===== config.mk =====
export PLATFORM = sky130hd
export DESIGN_NAME = team_06_audio_route_ctrl
export DESIGN_NICKNAME = d
export VERILOG_FILES = /design/src/rtl/team_06_audio_route_ctrl.sv
export SDC_FILE = /design/constraint.sdc
export NUM_CORES = 1
export LEC_CHECK = 0
export BUFFER_PORTS_ARGS = -buffer_cell sky130_fd_sc_hd__buf_2
export CAP_MARGIN = 25
export CORE_MARGIN = 2
export CORE_UTILIZATION = 50
export DETAILED_ROUTE_END_ITERATION = 8
export PLACE_DENSITY_LB_ADDON = 0.15
export SLEW_MARGIN = 40
export SYNTH_ARGS = -nofsm -noshare
export SYNTH_HDL_FRONTEND = slang
export SYNTH_SLANG_ARGS = --single-unit
export TNS_END_PERCENT = 1

===== constraint.sdc =====
create_clock -name clk -period 4.9 [get_ports clk]
set_input_delay 0.49 -clock clk [delete_from_list [all_inputs] [get_ports clk]]
set_output_delay 0.49 -clock clk [all_outputs]
set_load 0.01 [all_outputs]

===== src/rtl/team_06_audio_route_ctrl.sv =====
// Audio route controller: picks the speaker or transmit path from the control FSM
// outputs and ramps gain down and back up around every route or effect change.
module team_06_audio_route_ctrl #(
    parameter int          FADE_STEP = 4,
    parameter logic [7:0]  MID       = 8'd128
) (
    input  logic       clk,
    input  logic       rst,
    input  logic       sample_stb,
    input  logic [1:0] fsm_state,
    input  logic       vol_en,
    input  logic       eff_en,
    input  logic [2:0] current_effect,
    input  logic       mute_tog,
    input  logic [7:0] mic_aud,
    input  logic [7:0] eff_aud,
    input  logic [7:0] spk_aud,
    output logic [7:0] spk_out,
    output logic       spk_valid,
    output logic [7:0] tx_out,
    output logic       tx_valid,
    output logic [1:0] route,
    output logic [2:0] eff_sel,
    output logic       busy
);

    typedef enum logic [1:0] {
        ST_PLAY     = 2'b00,
        ST_FADE_OUT = 2'b01,
        ST_FADE_IN  = 2'b10
    } state_t;

    localparam logic [1:0] RT_SILENT = 2'b00;
    localparam logic [1:0] RT_SPK    = 2'b01;
    localparam logic [1:0] RT_TX     = 2'b10;
    localparam logic [5:0] STEP6     = 6'(FADE_STEP);
    localparam logic [4:0] GAIN_MAX  = 5'd16;

    state_t     r_state;
    state_t     w_state_nxt;
    logic [4:0] r_gain;
    logic [4:0] w_gain_nxt;
    logic [4:0] w_gain_up;
    logic [4:0] w_gain_dn;
    logic [5:0] w_gain_sum;
    logic [1:0] r_route;
    logic       r_eff_en_q;
    logic [2:0] r_eff_sel;
    logic       r_busy;
    logic [7:0] r_spk_out;
    logic [7:0] r_tx_out;
    logic       r_spk_valid;
    logic       r_tx_valid;
    logic [1:0] w_tgt_route;
    logic       w_mismatch;
    logic       w_load;

    // Scale an offset-binary sample by gain/16 around the MID level; never leaves 0..255.
    function automatic logic [7:0] f_scale(input logic [7:0] x, input logic [4:0] g);
        logic signed [8:0]  s;
        logic signed [14:0] p;
        logic signed [14:0] q;
        s = $signed({1'b0, x}) - 9'sd128;
        p = 15'(s) * 15'($signed({1'b0, g}));
        q = (p >>> 4) + 15'sd128;
        return q[7:0];
    endfunction

    // Target route and mismatch against the applied configuration.
    always_comb begin
        w_tgt_route = RT_SILENT;
        if (fsm_state == 2'b01) begin
            w_tgt_route = RT_TX;
        end else if (vol_en && !mute_tog) begin
            w_tgt_route = RT_SPK;
        end else begin
            w_tgt_route = RT_SILENT;
        end
        // Effect fields only matter when the transmit path is the destination.
        w_mismatch = (w_tgt_route != r_route) ||
                     ((w_tgt_route == RT_TX) &&
                      ((eff_en != r_eff_en_q) || (current_effect != r_eff_sel)));
    end

    // Saturating gain steps.
    always_comb begin
        w_gain_sum = {1'b0, r_gain} + STEP6;
        if (w_gain_sum >= 6'd16) begin
            w_gain_up = GAIN_MAX;
        end else begin
            w_gain_up = w_gain_sum[4:0];
        end
        if ({1'b0, r_gain} > STEP6) begin
            w_gain_dn = r_gain - STEP6[4:0];
        end else begin
            w_gain_dn = 5'd0;
        end
    end

    // Fade sequencer next-state logic.
    always_comb begin
        w_state_nxt = r_state;
        w_gain_nxt  = r_gain;
        w_load      = 1'b0;
        if (sample_stb) begin
            case (r_state)
                ST_PLAY: begin
                    if (w_mismatch && (r_gain == 5'd0)) begin
                        w_load      = 1'b1;
                        w_state_nxt = (w_tgt_route == RT_SILENT) ? ST_PLAY : ST_FADE_IN;
                    end else if (w_mismatch) begin
                        w_state_nxt = ST_FADE_OUT;
                    end else begin
                        w_state_nxt = ST_PLAY;
                    end
                end
                ST_FADE_OUT: begin
                    w_gain_nxt = w_gain_dn;
                    if (w_gain_dn == 5'd0) begin
                        w_load      = 1'b1;
                        w_state_nxt = (w_tgt_route == RT_SILENT) ? ST_PLAY : ST_FADE_IN;
                    end else begin
                        w_state_nxt = ST_FADE_OUT;
                    end
                end
                ST_FADE_IN: begin
                    // A new target during fade-in reverses from the current gain.
                    if (w_mismatch) begin
                        w_state_nxt = ST_FADE_OUT;
                    end else begin
                        w_gain_nxt  = w_gain_up;
                        w_state_nxt = (w_gain_up == GAIN_MAX) ? ST_PLAY : ST_FADE_IN;
                    end
                end
                default: begin
                    w_state_nxt = ST_PLAY;
                    w_gain_nxt  = 5'd0;
                end
            endcase
        end else begin
            w_state_nxt = r_state;
        end
    end

    // State, applied configuration and sample outputs.
    always_ff @(posedge clk or posedge rst) begin
        if (rst) begin
            r_state     <= ST_PLAY;
            r_gain      <= 5'd0;
            r_route     <= RT_SILENT;
            r_eff_en_q  <= 1'b0;
            r_eff_sel   <= 3'd0;
            r_busy      <= 1'b0;
            r_spk_out   <= MID;
            r_tx_out    <= MID;
            r_spk_valid <= 1'b0;
            r_tx_valid  <= 1'b0;
        end else begin
            r_state     <= w_state_nxt;
            r_gain      <= w_gain_nxt;
            r_busy      <= (w_state_nxt != ST_PLAY);
            r_spk_valid <= sample_stb;
            r_tx_valid  <= sample_stb;
            if (sample_stb) begin
                case (r_route)
                    RT_SPK: begin
                        r_spk_out <= f_scale(spk_aud, r_gain);
                        r_tx_out  <= MID;
                    end
                    RT_TX: begin
                        r_spk_out <= MID;
                        r_tx_out  <= f_scale(r_eff_en_q ? eff_aud : mic_aud, r_gain);
                    end
                    default: begin
                        r_spk_out <= MID;
                        r_tx_out  <= MID;
                    end
                endcase
                // Off the transmit path the effect selection follows its inputs freely.
                if (w_load) begin
                    r_route    <= w_tgt_route;
                    r_eff_en_q <= eff_en;
                    r_eff_sel  <= current_effect;
                end else if (r_route != RT_TX) begin
                    r_eff_en_q <= eff_en;
                    r_eff_sel  <= current_effect;
                end else begin
                    r_eff_en_q <= r_eff_en_q;
                    r_eff_sel  <= r_eff_sel;
                end
            end else begin
                r_spk_out <= r_spk_out;
                r_tx_out  <= r_tx_out;
            end
        end
    end

    assign spk_out   = r_spk_out;
    assign tx_out    = r_tx_out;
    assign spk_valid = r_spk_valid;
    assign tx_valid  = r_tx_valid;
    assign route     = r_route;
    assign eff_sel   = r_eff_sel;
    assign busy      = r_busy;

endmodule

==> run metrics <==
status finished, final reports clean; Syn Area/Cell ~9 sq um; fin nets roughly 630; ys async rst share 100%; Vert. Die Dim ~95 um; wire per inst ~15 um; Post-Synthesis Cells about 450; Syn Nets 575; hpwl dp between 7000 and 8000 um; post-synthesis sequential area ratio between 10% and 20%; clk buf depth 2; Post-Synth XOR/XNOR Area roughly 6.4%; GRT Total Usage approximately 21%; post-synth top area share 21.1%; Post-synth EDFFs 0; drt pass-1 iters 4; post-synthesis adder-cell area fraction 33.7%; core area between 8000 and 9000 sq um; top fanout value on the critical path 11; crit path kind register to register; hold_buf cts 0; crit end category register; Worst-Skew Late Latency around 0.28 ns; most frequent cell after synthesis inv_1; reg2reg path depth 14; Vias per Instance about 5.2; routability cong. about 0.85; initial antenna violation count 0; worst vdd ir 0.000144 V; Initial Utilization 51.1%; Die W 95.4 um; Root Buffer clkbuf_8; leakage 2.42 nW; number of global-route vias before repair ~3300; first-pass GRT wire length 15400 um; Max-slew headroom 52.5%; Clock Skew 0.00415 ns; Seq cells post-synth 31; Clk pin slew, worst setup/hold paths 0.06 ns; 1st-iter DRT viols 99; synth top area cells fa_1, dfrtp_1, ha_1, inv_1, and2_1; WP data arrival 4.61 ns; Sum Neg Setup Slack 0 ns; max-cap viol count 0; slew at the pin closest to its max-slew limit 0.712 ns; io pins 59; Final min period between 4 and 5 ns; Post-Syn Area between 4000 and 5000 sq um; PortBufs just under 60; WHS ~0.27 ns; mux contribution to synthesized area under 10%; final hold violations 0; Layout Area Growth over Synthesis 11.5%; ant diodes 0; post-CTS sizing 0; WP data required roughly 5.1 ns; Detailed Route WL just under 9000 um; gr ovfl total 0; PwrDens roughly 210 nW/um^2; Hold Path Class input pin to async pin; Main synth FF type dfrtp_1; CP startpoint kind register; antenna-violating nets left 0; Pins Over Slew Limit 0; H-tree levels 2; number of setup buffers added after CTS 0; Synth area leader fa_1; total CTS buffers 5; largest net degree at the start of global routing 32; Synth top cells by count inv_1, fa_1, ha_1; synth unique cells between 50 and 60; fin cells between 600 and 700; share of layout cells above drive strength 1 16.7%; Synth Area in Simple Gates between 10% and 20%; Yosys Warn Count 0; RSZ-0062 raised after global routing no; main combinational cell family by area after synthesis adder cells; CTS tree done; Rows 33; detailed-route via count 3212; Clock Sinks 31; endpoints failing setup 0; period utilization 90.7%; DR DRC count 0; die area 9100 sq um; Max Freq approximately 0.23 GHz; Synth Area in Compound Gates between 10% and 20%; placed cells 608
through the flow:
stage | util, % | area, sq um | power, mW | worst slack, ns
floorplan | - | 4180 | 0.674 | 0.880
global placement | 55.9 | 4570 | 0.792 | 0.565
finish | 57.0 | 4660 | 1.00 | 0.457
detailed placement | 55.9 | 4570 | 0.805 | 0.444
global route | 57.0 | 4660 | 1.08 | 0.119
CTS | 57.0 | 4660 | 1.01 | 0.440
area by class of cell:
| type | count | area [sq um] |
|---|---|---|
| fillers | 785 | 3520 |
| multi-input cells | 328 | 3030 |
| flip-flops and latches | 31 | 778 |
| repair buffers | 63 | 328 |
| inverters | 81 | 304 |
| well taps | 105 | 131 |
| clock buffers | 6 | 82.6 |
| clock inverters | 1 | 5.00 |
state kept, by name, summed over array words and instances (netlist names):
register	count
busy	1
eff_sel	3
r_eff_en_q	1
r_gain	5
r_state	2
route	2
spk_out	8
tx_out	8
tx_valid	1
layout by cell type (no fill, tap or decap), drive strengths merged, types with 2 or more instances in the layout:
cell type  instances
o21ai             12
inv               79
nor4b              2
clkbuf             6
o41a               2
dfstp              2
o211ai             2
and3               2
a21o               3
o22a               2
ha                42
fa                44
mux2i             10
nor2              31
nand4              2
dfrtp             29
nand2b             8
nor3               4
mux2               7
clkinv             3
xnor2             14
and2              33
buf               63
o2111ai            3
nand2             23
o2bb2ai           14
nand3             10
nor2b             14
o21bai             2
xor2              14
a21oi              8
final timing paths:
| kind | start | to | slack [ns] |
|---|---|---|---|
| max | r_eff_en_q | tx_out[6] | 0.46 |
| min | rst | eff_sel[1] | 0.27 |
| max reg2reg | r_eff_en_q | tx_out[6] | 0.46 |
| min reg2reg | tx_out[1] | tx_out[1] | 0.48 |
| max in group asynchronous | rst | spk_out[7] | 4.29 |
| min in group clk | sample_stb | tx_valid | 0.46 |
kinds of logic (layout without fill, tap and decap cells):
logic type	Yosys count	in the layout
fa+ha+maj	86	86
simple gates	139	139
xor+xnor	29	29
flops	31	31
mux	17	17
compound gates	57	57
buf+inv	95	151
worst max-delay path, cell delays in order, from the launching register on:
cell	delay [ns]
dfrtp_1	0.68
mux2i_1	0.45
nor2_1	0.12
fa_1	0.56
inv_1	0.05
fa_1	0.46
fa_1	0.55
inv_1	0.04
ha_1	0.35
a21o_1	0.18
a21oi_1	0.20
a21oi_2	0.08
a2111oi_2	0.36
xor2_1	0.18
o2bb2ai_1	0.07
routing by layer:
| metal | routed length (um) | track usage [%] |
|---|---|---|
| met1 | 4130 | 29.1 |
| met2 | 4530 | 36.7 |
| met3 | 223 | 3.32 |
| met4 | 43 | 3.69 |
| met5 | 0 | 0 |
where the power goes:
part | internal [mW] | switching [mW] | total, mW
logic | 0.195 | 0.257 | 0.452
clock network | 0.110 | 0.0899 | 0.200
registers | 0.296 | 0.0520 | 0.348
total | 0.601 | 0.399 | 1.00
No activity file was read; power rests on OpenSTA's default activity.
